`src/rtl/vx_cache_flush_ctrl_if.sv`:
```
// vx_cache_flush_ctrl_if: handshake bundle between the flush sequencer and its bank
// master (the sequencer) drives: flush_req_ready, flush_done, core_req_block, init,
//   init_line, flush_valid, flush_line_sel, flush_way_sel, busy
// slave (the bank/core side) drives: flush_req_valid, mshr_empty, flush_ready,
//   evict_fire, mem_wr_ack
interface vx_cache_flush_ctrl_if #(
  parameter int NUM_WAYS      = 4,
  parameter int LINE_SEL_BITS = 6
);
  logic                     flush_req_valid;
  logic                     flush_req_ready;
  logic                     flush_done;
  logic                     mshr_empty;
  logic                     core_req_block;
  logic                     init;
  logic [LINE_SEL_BITS-1:0] init_line;
  logic                     flush_valid;
  logic                     flush_ready;
  logic [LINE_SEL_BITS-1:0] flush_line_sel;
  logic [NUM_WAYS-1:0]      flush_way_sel;
  logic                     evict_fire;
  logic                     mem_wr_ack;
  logic                     busy;
  modport master (
    input  flush_req_valid, mshr_empty, flush_ready, evict_fire, mem_wr_ack,
    output flush_req_ready, flush_done, core_req_block, init, init_line,
           flush_valid, flush_line_sel, flush_way_sel, busy
  );
  modport slave (
    output flush_req_valid, mshr_empty, flush_ready, evict_fire, mem_wr_ack,
    input  flush_req_ready, flush_done, core_req_block, init, init_line,
           flush_valid, flush_line_sel, flush_way_sel, busy
  );
endinterface

```
`src/rtl/vx_cache_flush_ctrl.sv`:
```
// vx_cache_flush_ctrl: per-bank tag init sweep and flush/write-back sequencer
// clk, reset    : clock, synchronous active-high reset
// bus (master)  : flush request/done, drain, init and flush command handshakes,
//                 eviction/ack pulses, busy and core stall
// VX_CACHE_FLUSH_PERF_EN adds perf_flush_evicts / perf_flush_cycles (32-bit, saturating)
module vx_cache_flush_ctrl #(
  parameter int NUM_WAYS       = 4,
  parameter int LINES_PER_BANK = 64,
  parameter int LINE_SEL_BITS  = $clog2(LINES_PER_BANK),
  parameter int MAX_PENDING    = 4
) (
  input  logic                 clk,
  input  logic                 reset,
  vx_cache_flush_ctrl_if.master bus
`ifdef VX_CACHE_FLUSH_PERF_EN
  ,
  output logic [31:0]          perf_flush_evicts,
  output logic [31:0]          perf_flush_cycles
`endif
);
  localparam int WAY_BITS  = NUM_WAYS > 1 ? $clog2(NUM_WAYS) : 1;
  localparam int PEND_BITS = $clog2(MAX_PENDING + 1);
  typedef enum logic [2:0] {S_INIT, S_IDLE, S_DRAIN, S_FLUSH, S_WAIT_WB, S_DONE} state_t;
  state_t                   r_state, w_state_nxt;
  logic [LINE_SEL_BITS-1:0] r_line, w_line_nxt;
  logic [WAY_BITS-1:0]      r_way, w_way_nxt;
  logic [PEND_BITS-1:0]     r_pend, w_pend_nxt;
  logic                     w_flush_valid, w_fire, w_last_line, w_last_way;
  assign w_last_line   = r_line == LINE_SEL_BITS'(LINES_PER_BANK - 1);
  // with a single way this is always true, so way_ctr never leaves 0
  assign w_last_way    = r_way == WAY_BITS'(NUM_WAYS - 1);
  assign w_flush_valid = (r_state == S_FLUSH) && (r_pend != PEND_BITS'(MAX_PENDING));
  assign w_fire        = w_flush_valid & bus.flush_ready;
  assign w_pend_nxt    = bus.evict_fire == bus.mem_wr_ack ? r_pend :
                         bus.evict_fire ? r_pend + 1'b1 : r_pend - 1'b1;
  always_ff @(posedge clk) begin
    if (reset) begin
      r_state <= S_INIT;
      r_line  <= '0;
      r_way   <= '0;
      r_pend  <= '0;
    end else begin
      r_state <= w_state_nxt;
      r_line  <= w_line_nxt;
      r_way   <= w_way_nxt;
      r_pend  <= w_pend_nxt;
    end
  end
  always_comb begin
    w_state_nxt = r_state;
    w_line_nxt  = r_line;
    w_way_nxt   = r_way;
    case (r_state)
      S_INIT: begin
        w_line_nxt  = w_last_line ? '0 : r_line + 1'b1;
        w_state_nxt = w_last_line ? S_IDLE : S_INIT;
      end
      S_IDLE:    w_state_nxt = bus.flush_req_valid ? S_DRAIN : S_IDLE;
      S_DRAIN:   w_state_nxt = bus.mshr_empty ? S_FLUSH : S_DRAIN;
      S_FLUSH: begin
        // line-major walk; both counters wrap to 0 on the final fire
        w_way_nxt   = w_fire ? (w_last_way ? '0 : r_way + 1'b1) : r_way;
        w_line_nxt  = w_fire && w_last_way ? (w_last_line ? '0 : r_line + 1'b1) : r_line;
        w_state_nxt = w_fire && w_last_way && w_last_line ? S_WAIT_WB : S_FLUSH;
      end
      S_WAIT_WB: w_state_nxt = r_pend == '0 ? S_DONE : S_WAIT_WB;
      S_DONE:    w_state_nxt = S_IDLE;
      default:   w_state_nxt = S_INIT;
    endcase
  end
  assign bus.flush_req_ready = r_state == S_IDLE;
  assign bus.flush_done      = r_state == S_DONE;
  assign bus.core_req_block  = r_state inside {S_INIT, S_DRAIN, S_FLUSH, S_WAIT_WB};
  assign bus.busy            = r_state != S_IDLE;
  assign bus.init            = r_state == S_INIT;
  assign bus.init_line       = r_state == S_INIT ? r_line : '0;
  assign bus.flush_valid     = w_flush_valid;
  assign bus.flush_line_sel  = r_state == S_FLUSH ? r_line : '0;
  assign bus.flush_way_sel   = r_state == S_FLUSH ? NUM_WAYS'(1) << r_way : '0;
  a_pend_overflow: assert property (@(posedge clk) disable iff (reset)
    !(bus.evict_fire && !bus.mem_wr_ack && r_pend == PEND_BITS'(MAX_PENDING)));
  a_pend_underflow: assert property (@(posedge clk) disable iff (reset)
    !(bus.mem_wr_ack && !bus.evict_fire && r_pend == '0));
`ifdef VX_CACHE_FLUSH_PERF_EN
  logic [31:0] r_perf_evicts, r_perf_cycles;
  always_ff @(posedge clk) begin
    if (reset) begin
      r_perf_evicts <= '0;
      r_perf_cycles <= '0;
    end else begin
      if (bus.evict_fire && r_state inside {S_FLUSH, S_WAIT_WB} && !(&r_perf_evicts))
        r_perf_evicts <= r_perf_evicts + 32'd1;
      if (r_state inside {S_DRAIN, S_FLUSH, S_WAIT_WB, S_DONE} && !(&r_perf_cycles))
        r_perf_cycles <= r_perf_cycles + 32'd1;
    end
  end
  assign perf_flush_evicts = r_perf_evicts;
  assign perf_flush_cycles = r_perf_cycles;
`endif
endmodule

```
`src/flat_wrapper.sv`:
```
// flat-port wrapper written by rule: the top's interface ports become plain ports
module vx_cache_flush_ctrl_flat 
#(
  parameter int NUM_WAYS       = 4,
  parameter int LINES_PER_BANK = 64,
  parameter int LINE_SEL_BITS  = $clog2(LINES_PER_BANK),
  parameter int MAX_PENDING    = 4
)
  (clk, reset, bus_flush_req_valid, bus_mshr_empty, bus_flush_ready, bus_evict_fire, bus_mem_wr_ack, bus_flush_req_ready, bus_flush_done, bus_core_req_block, bus_init, bus_init_line, bus_flush_valid, bus_flush_line_sel, bus_flush_way_sel, bus_busy);
  vx_cache_flush_ctrl_if #(.NUM_WAYS(NUM_WAYS), .LINE_SEL_BITS(LINE_SEL_BITS)) bus_i ();
  input  logic clk;
  input  logic reset;
  input wire logic [$bits(bus_i.flush_req_valid)-1:0] bus_flush_req_valid;
  input wire logic [$bits(bus_i.mshr_empty)-1:0] bus_mshr_empty;
  input wire logic [$bits(bus_i.flush_ready)-1:0] bus_flush_ready;
  input wire logic [$bits(bus_i.evict_fire)-1:0] bus_evict_fire;
  input wire logic [$bits(bus_i.mem_wr_ack)-1:0] bus_mem_wr_ack;
  output wire logic [$bits(bus_i.flush_req_ready)-1:0] bus_flush_req_ready;
  output wire logic [$bits(bus_i.flush_done)-1:0] bus_flush_done;
  output wire logic [$bits(bus_i.core_req_block)-1:0] bus_core_req_block;
  output wire logic [$bits(bus_i.init)-1:0] bus_init;
  output wire logic [$bits(bus_i.init_line)-1:0] bus_init_line;
  output wire logic [$bits(bus_i.flush_valid)-1:0] bus_flush_valid;
  output wire logic [$bits(bus_i.flush_line_sel)-1:0] bus_flush_line_sel;
  output wire logic [$bits(bus_i.flush_way_sel)-1:0] bus_flush_way_sel;
  output wire logic [$bits(bus_i.busy)-1:0] bus_busy;
  assign bus_i.flush_req_valid = bus_flush_req_valid;
  assign bus_i.mshr_empty = bus_mshr_empty;
  assign bus_i.flush_ready = bus_flush_ready;
  assign bus_i.evict_fire = bus_evict_fire;
  assign bus_i.mem_wr_ack = bus_mem_wr_ack;
  assign bus_flush_req_ready = bus_i.flush_req_ready;
  assign bus_flush_done = bus_i.flush_done;
  assign bus_core_req_block = bus_i.core_req_block;
  assign bus_init = bus_i.init;
  assign bus_init_line = bus_i.init_line;
  assign bus_flush_valid = bus_i.flush_valid;
  assign bus_flush_line_sel = bus_i.flush_line_sel;
  assign bus_flush_way_sel = bus_i.flush_way_sel;
  assign bus_busy = bus_i.busy;
  vx_cache_flush_ctrl #(.NUM_WAYS(NUM_WAYS), .LINES_PER_BANK(LINES_PER_BANK), .LINE_SEL_BITS(LINE_SEL_BITS), .MAX_PENDING(MAX_PENDING)) u_core (.clk(clk), .reset(reset), .bus(bus_i));
endmodule
```
`config.mk`:
```
export PLATFORM = sky130hd
export DESIGN_NAME = vx_cache_flush_ctrl_flat
export DESIGN_NICKNAME = d
export VERILOG_FILES = /design/src/rtl/vx_cache_flush_ctrl_if.sv /design/src/rtl/vx_cache_flush_ctrl.sv /design/src/flat_wrapper.sv
export SDC_FILE = /design/constraint.sdc
export NUM_CORES = 1
export LEC_CHECK = 0
export ABC_AREA = 0
export CAP_MARGIN = 20
export CORE_MARGIN = 3
export CORE_UTILIZATION = 41
export CTS_BUF_LIST = sky130_fd_sc_hd__clkbuf_16
export DETAILED_ROUTE_END_ITERATION = 6
export PLACE_DENSITY = 0.73
export SLEW_MARGIN = 10
export SYNTH_ARGS = -nofsm -noshare
export SYNTH_HDL_FRONTEND = slang
export SYNTH_SLANG_ARGS = --single-unit
```
`constraint.sdc`:
```
create_clock -name clk -period 1.48 [get_ports clk]
set_input_delay 0.148 -clock clk [delete_from_list [all_inputs] [get_ports clk]]
set_output_delay 0.148 -clock clk [all_outputs]
set_load 0.02 [all_outputs]
```
Word-level counts from Yosys, hierarchy flattened. Cells that the tools add are included.

Flip-flop bits (word level): 14.

Shift operators: 1. Equality and inequality tests: 11. Reduce and logical (&&, ||, !) cells: 9. Multiplexer cells: 14. Bitwise gates (word level): 1. Add/subtract/negate cells: 4.

Operators by type and width (count): $mux 6 (4); $pmux 3 s6 (1); $pmux 6 s2 (1); $add 6x1->6 const B (1); $eq 3x2->1 const B (2); $eq 3x3->1 const B (2); $eq 6x6->1 const B (1); $logic_not 3->1 (2); $mux 3 (2); $mux 2 (2); $mux 4 (1); $reduce_and 2->1 (2); $reduce_bool 4->1 (1); $shl 1x2->4 const A (1); $add 3x1->3 const B (1); $eq 3x1->1 const B (1); $logic_and 1x1->1 (3); $mux 1 (3); $ne 3x1->1 const B (1); $ne 3x3->1 const B (1); $sub 3x1->3 const B (1); $add 2x1->2 const B (1); $eq 2x2->1 const B (1); $ne 2x2->1 const B (1); other kinds (3) (3).

Logic depth before layout (Yosys ltp). Gate-level depths: netlist of the first run.

Word-level depth: 7. Mapped depth: 6. Gate-level depth less buffers: 6.

Worst setup path before layout of the first run. No wires, ideal clock.

Path type: reg2reg. From: reg u_core.r_state[2]. To: reg u_core.r_line[5]. Period minus slack after synthesis: 1581 ps. Stages on the path, launching flop included: 6. Setup slack: -101 ps. Path buffers: 1. Data required time: 1409 ps. Arrival: 1510 ps. Cells stage by stage: dfxtp_1 buf_4 nor3_4 a41oi_1 or4_1 a21oi_1.

Elaborated cells on any way between the ends: 9. Classes of those cells: eq/ne: 2; mux: 1; bitwise: 1; reduce/logical: 5.

RTL lines: start, declared (RTL line vx_cache_flush_ctrl.sv:24) `state_t r_state, w_state_nxt;`; start signal, assigned (RTL line vx_cache_flush_ctrl.sv:43) `r_state <= w_state_nxt;`; $logic_not 3->1 *; net bus_init (RTL line flat_wrapper.sv:21) `output wire logic [$bits(bus_i.init)-1:0] bus_init;`; $reduce_bool 2->1 (no source line); $reduce_and 2->1 (no source line); end signal, assigned (RTL line vx_cache_flush_ctrl.sv:44) `r_line <= w_line_nxt;`; end, declared (RTL line vx_cache_flush_ctrl.sv:25) `logic [LINE_SEL_BITS-1:0] r_line, w_line_nxt;`.

The timed path passes the listed nets; every way through them passes the cells marked *. A chain may end at the register's enable or synchronous reset.

Worst setup path after layout of the first run.
From: reg u_core.r_state[2]. To: reg u_core.r_line[3].

Word-level cells in the longest chain between the ends: 6. Elaborated cells on any way between the ends: 9. Classes of those cells: eq/ne: 2; mux: 1; bitwise: 1; reduce/logical: 5.

RTL lines: $eq 3x2->1 (RTL line vx_cache_flush_ctrl.sv:32, vx_cache_flush_ctrl.sv:53); $logic_and 1x1->1 (RTL line vx_cache_flush_ctrl.sv:32) `assign w_flush_valid = (r_state == S_FLUSH) && (r_pend != PEND_BITS'(MAX_PENDING));`; $and 1x1->1 (RTL line vx_cache_flush_ctrl.sv:33) `assign w_fire = w_flush_valid & bus.flush_ready;`; $logic_and 1x1->1 (RTL line vx_cache_flush_ctrl.sv:63) `w_line_nxt = w_fire && w_last_way ? (w_last_line ? '0 : r_line + 1'b1) : r_line;`; $ne 2x2->1 (no source line); $reduce_and 2->1 (no source line).

Parallel ways exist; a longest one is shown, timed or not.

==> flow_metrics.tcl, run 1 <==
set metrics [dict create \
    grt_pass1_wl_um 4140 \
    hold_path.class "reg -> reg" \
    ctsHtreeMaxLevel 1 \
    coreArea_um2 2040 \
    drive_gt1_frac 0.486 \
    ir_drop_uv 472 \
    dp_hpwl_um 1680 \
    tightest_slew_ns 0.292 \
    yosysSeqAreaShare 0.304 \
    crit_path_end_kind "flip-flop" \
    p_seq_frac 0.372 \
    p_sw_frac 0.235 \
    cp.arrival_ns 1.86 \
    fmax_ghz 0.595 \
    crit_buf_inv 4 \
    fin_tns_setup_ns -1.62 \
    final_cell_mix "buf_4, buf_2, buf_6, and2_1, nor2_1" \
    synth_top_family_by_area "simple AND/OR/NAND/NOR gates" \
    crit_path_start_kind "flip-flop" \
    relSlewSlack 0.804 \
    fin_crit_ns 1.68 \
    p_sw_uw 261 \
    grt_max_degree 9 \
    power_density_nw_per_um2 693 \
    p_leak_uw 0.000714 \
    syn_inst 113 \
    utilization 0.787 \
    grt_pass1_vias 924 \
    p_clk_frac 0.474 \
    synth_compound_area_frac 0.134 \
    syn-cell-area_um2 923 \
    synth_edf_count 0 \
    hold_start "u_core.r_way[0]" \
    nFillCells 148 \
    cp_cell_sequence "buf_6, nor3_4, buf_6, buf_6, a41oi_4, buf_6, or3_1, a21oi_1" \
    violations "negative setup slack" \
    drc_errors 0 \
    ys_ff_latch 14 \
    critical_path_class "reg -> reg" \
    synth_cell_types 36 \
    synth-simple-area-share 0.352 \
    final_common_cell "buf_4" \
    area.growth.synth_to_final_pct 74.0 \
    power.internal_uw 852 \
    yosys_warnings 0 \
    cp_slowest_cell "dfxtp_2" \
    postCtsHoldBufs 0 \
    drt_iter0_markers 11 \
    finalPower_uw 1110 \
    finalWorstSetupSlack_ns -0.201 \
    max-clock-path-buffers 2 \
    clkTransAtPathRegs_ns 0.05 \
    initial_utilization 0.452 \
    cts-root-buf "clkbuf_16" \
    fin_hold_ws_ns 0.544 \
    io_pins 29 \
    hold_depth 2 \
    drv_cap 0 \
    vias 1034 \
    grtUsageTotal 0.197 \
    grt_overflow 0 \
    post-route-period-util 1.14 \
    rsz0062_at_grt "true" \
    antenna_found_initial 0 \
    critPathMostFrequentCell "buf_6" \
    status "finished, violations left" \
    timing.rr.end "u_core.r_line[3]" \
    cp_data_required_time_ns 1.66 \
    hold_viol_final 0 \
    max_stage_delay_ns 0.33 \
    maxSlewViolCount 0 \
    dp_slack_ns -0.235 \
    setup_viol 13 \
    worst_path_dominant_cell_family "simple AND/OR/NAND/NOR gates" \
    fp.dieW_um 53.5 \
    dr.pass1.iters 4 \
    synth_nets 126 \
    crit_start "u_core.r_state[2]" \
    muxShareOfSynthArea 0.0434 \
    routed_wl_um 2950 \
    worst-path-stages 8 \
    place_congestion 0.773 \
    cts_buffers 3 \
    rows 16 \
    synth_area_per_cell_um2 8.17 \
    async_flop_share 0 \
    cts_num_sinks 14 \
    diodes 0 \
    crit_end "u_core.r_line[3]" \
    die-area_um2 2860 \
    synthFlopType "dfxtp_1" \
    r2r_start "u_core.r_state[2]" \
    clk-insertion-delay-late_ns 0.24 \
    tritoncts "yes" \
    wire_per_inst_um 14.8 \
    synth_xor_area_frac 0.0190 \
    clock_skew_ns 0.00210 \
    port_buffers 28 \
    r2r_setup_slack_ns -0.20 \
    r2r_cells 8 \
    ant_nets 0 \
    via_per_inst 5.17 \
    layout.nets 187 \
    synth_fa_ha_area_frac 0.0894 \
    die-height_um 53.5 \
    cp_max_fo 7 \
    combPwrFrac 0.154 \
]
==> worst reg2reg max path: cells and delay by family, from the launching register on <==
kind / cells / cell delay [ns]
and+or+nand+nor: 2 / 0.61
buffers and inverters: 4 / 0.52
DFF: 1 / 0.33
AOI/OAI and AO/OA: 2 / 0.16
==> synth_stat cells, types with 2 or more instances <==
master / number / share of area
buf_4: 2 / 0.016
nor2b_1: 2 / 0.014
a21oi_1: 6 / 0.033
mux2i_1: 4 / 0.043
nor2_1: 11 / 0.045
nor3_1: 3 / 0.016
or3_1: 4 / 0.027
inv_1: 6 / 0.024
ha_1: 5 / 0.068
nand2_1: 4 / 0.016
and2_1: 18 / 0.12
nand3_1: 4 / 0.022
clkbuf_1: 3 / 0.012
o21ai_0: 5 / 0.027
nand2b_1: 2 / 0.014
dfxtp_1: 14 / 0.30
==> through the flow <==
stage | area (um^2) | cells
floorplan | 940 | 113
global placement | 1340 | 179
detailed placement | 1340 | 179
CTS | 1480 | 195
global route | 1610 | 200
finish | 1610 | 200
==> routing by layer <==
| metal | global-route usage | wire, um |
|---|---|---|
| met5 | 0 | 0 |
| met4 | 0.0511 | 10 |
| met3 | 0.0169 | 149 |
| met2 | 0.345 | 1530 |
| met1 | 0.255 | 1260 |
==> flip-flops by register name (all words and copies together), names as in the netlist <==
| register | count |
|---|---|
| u_core.r_way | 2 |
| u_core.r_line | 6 |
| u_core.r_state | 3 |
| u_core.r_pend | 3 |
==> area by class of cell <==
type	instances	area [um^2]	share of cell area
inverters	6	22.5	0.0140
flip-flops and latches	14	288	0.179
well taps	27	33.8	0.0210
clock inverters	1	3.75	0.00234
multi-input cells	88	694	0.432
clock buffers	3	75.1	0.0467
repair buffers	61	489	0.305
==> power groups by stage <==
stage               Combinational, uW  Sequential (uW)  Clock (uW)
global route                      189              415         539
floorplan                        73.7              421           0
global placement                  148              417           0
CTS                               160              410         518
detailed placement                151              418           0
finish                            171              414         528
==> how the worst min path moves through the flow <==
stage                         to  slack [ns]
5_1_grt          u_core.r_way[0]        0.58
6_report         u_core.r_way[0]        0.54
2_1_floorplan  u_core.r_state[1]        0.27
4_1_cts         u_core.r_line[4]        0.53
3_3_place_gp    u_core.r_line[4]        0.49
3_5_place_dp    u_core.r_line[4]        0.52
==> logic make-up (layout without fill, tap and decap cells) <==
logic type | count (synthesis) | after routing
adders and majority gates | 6 | 6
AOI/OAI and AO/OA | 19 | 19
muxes | 4 | 4
xor gates and xnor gates | 2 | 2
buffers and inverters | 12 | 71
and+or+nand+nor | 56 | 57
DFF | 14 | 14
==> repair_timing <==
action                     in CTS  in global routing
setup endpoints to repair      32                 21
buffers inserted               12                  5
pin swaps                       8                 12
gates resized for setup       106                 33
cloned                          1                  0
(Power assumes the default switching activity.)
==> run 2: changes to the inputs <==
CORE_UTILIZATION = 40   (was 41)
PLACE_DENSITY = 0.68   (was 0.73)
clock period = 2 ns   (was 1.48 ns; I/O delays follow)
==> flow_metrics.tcl, run 2 (synthesis results as in run 1) <==
set metrics [dict create \
    die-area_um2 2920 \
    grtUsageTotal 0.185 \
    drive_gt1_frac 0.101 \
    fin_tns_setup_ns 0 \
    grt_max_degree 15 \
    antenna_found_initial 0 \
    cp_data_required_time_ns 1.80 \
    clkTransAtPathRegs_ns 0.05 \
    area.growth.synth_to_final_pct 49.3 \
    final_common_cell "clkdlybuf4s50_1" \
    initial_utilization 0.448 \
    max-clock-path-buffers 2 \
    coreArea_um2 2060 \
    routed_wl_um 2420 \
    fin_crit_ns 1.93 \
    crit_start "u_core.r_state[0]" \
    clock_skew_ns 0.00186 \
    ctsHtreeMaxLevel 1 \
    power_density_nw_per_um2 569 \
    tritoncts "yes" \
    wire_per_inst_um 13.8 \
    largest_register "u_core.r_line" \
    layout.nets 163 \
    rsz0062_at_grt "false" \
    top_regs "u_core.r_line: 6 flops, u_core.r_pend: 3 flops, u_core.r_state: 3 flops" \
    diodes 0 \
    post-route-period-util 0.965 \
    cts_buffers 3 \
    grt_overflow 0 \
    via_per_inst 5.18 \
    critical_path_class "reg -> out" \
    grt_pass1_vias 819 \
    cts-root-buf "clkbuf_16" \
    dp_hpwl_um 1660 \
    grt_pass1_wl_um 3830 \
    final_cell_mix "clkdlybuf4s50_1, and2_1, dfxtp_1, nor2_1, buf_4" \
    cp.arrival_ns 1.73 \
    nFillCells 166 \
    postCtsHoldBufs 0 \
    setup_viol 0 \
    relSlewSlack 0.734 \
    cp_cell_sequence "buf_4, or2b_1, nor2_1, clkdlybuf4s50_1" \
    fp.dieW_um 54.0 \
    clk-insertion-delay-late_ns 0.25 \
    rows 16 \
    hold_viol_final 0 \
    dp_slack_ns 0.195 \
    max_stage_delay_ns 0.61 \
    drc_errors 0 \
    fmax_ghz 0.518 \
    dpl_cell_area_um2 1250 \
    place_congestion 0.752 \
    hold_start "u_core.r_line[0]" \
    cp_slowest_cell "clkdlybuf4s50_1" \
    crit_path_start_kind "flip-flop" \
    vias 912 \
    ir_drop_uv 476 \
    drv_cap 0 \
    cts_num_sinks 14 \
    die-height_um 54.0 \
    status "complete, no violations" \
    largest_reg_flops 6 \
    r2r_start "u_core.r_pend[0]" \
    dr.pass1.iters 4 \
    finalInstanceArea_um2 1380 \
    finalWorstSetupSlack_ns 0.0698 \
    ant_nets 0 \
    tightest_slew_ns 0.389 \
    drt_iter0_markers 24 \
    crit_path_end_kind "output pin" \
    cp_max_fo 5 \
    hold_path.class "reg -> reg" \
    maxSlewViolCount 0 \
    io_pins 29 \
    port_buffers 28 \
    p_leak_uw 0.000632 \
]
-- run 2: through the flow --
| step | std cells | utilization | total power (uW) | hold WS, ns |
|---|---|---|---|---|
| 2_1_floorplan | 113 | - | 364 | 0.326 |
| 3_3_place_gp | 168 | 0.607 | 398 | 0.496 |
| 3_5_place_dp | 168 | 0.607 | 402 | 0.502 |
| 4_1_cts | 175 | 0.656 | 791 | 0.509 |
| 5_1_grt | 176 | 0.669 | 813 | 0.544 |
| 6_report | 176 | 0.669 | 785 | 0.517 |
-- run 2: power breakdown --
part | switching [uW] | internal, uW | leakage (uW)
Sequential | 17.0 | 294 | 0.000114
Combinational | 39.7 | 46.3 | 0.000479
Clock | 123 | 265 | 0.0000385
-- run 2: cell type report --
type                            instances  area (um^2)  area share
Sequential cell                        14          280       0.203
Tap cell                               27         33.8      0.0245
Inverter                                6         22.5      0.0163
Multi-Input combinational cell         88          599       0.435
Clock inverter                          1         3.75     0.00272
Clock buffer                            3         75.1      0.0544
Timing Repair Buffer                   37          364       0.264
-- run 2: per-layer routing --
layer,up-vias,GRT usage,wire (um)
met4,0,0.0622,27
met3,4,0.0609,140
met2,28,0.290,1160
li1,462,-,-
met5,-,0,0
met1,418,0.238,1100
-- run 2: worst paths after layout --
kind                           end  slack [ns]  cells after the start
setup / recovery    bus_flush_done        0.07                      4
hold / removal    u_core.r_line[0]        0.52                      2
setup reg to reg  u_core.r_line[1]        0.28                      5
hold reg to reg   u_core.r_line[0]        0.52                      2
-- run 2: critical path: cells and delay by family (launching register included) --
kind,cells,cell delay [ns]
and+or+nand+nor,2,0.35
buffers and inverters,2,0.77
DFF,1,0.36
-- run 2: timing repair --
action,CTS,global route
setup buffers,3,0
pin swaps,1,0
gates cloned,0,1
setup endpoints to repair,17,13
resized for setup,2,7
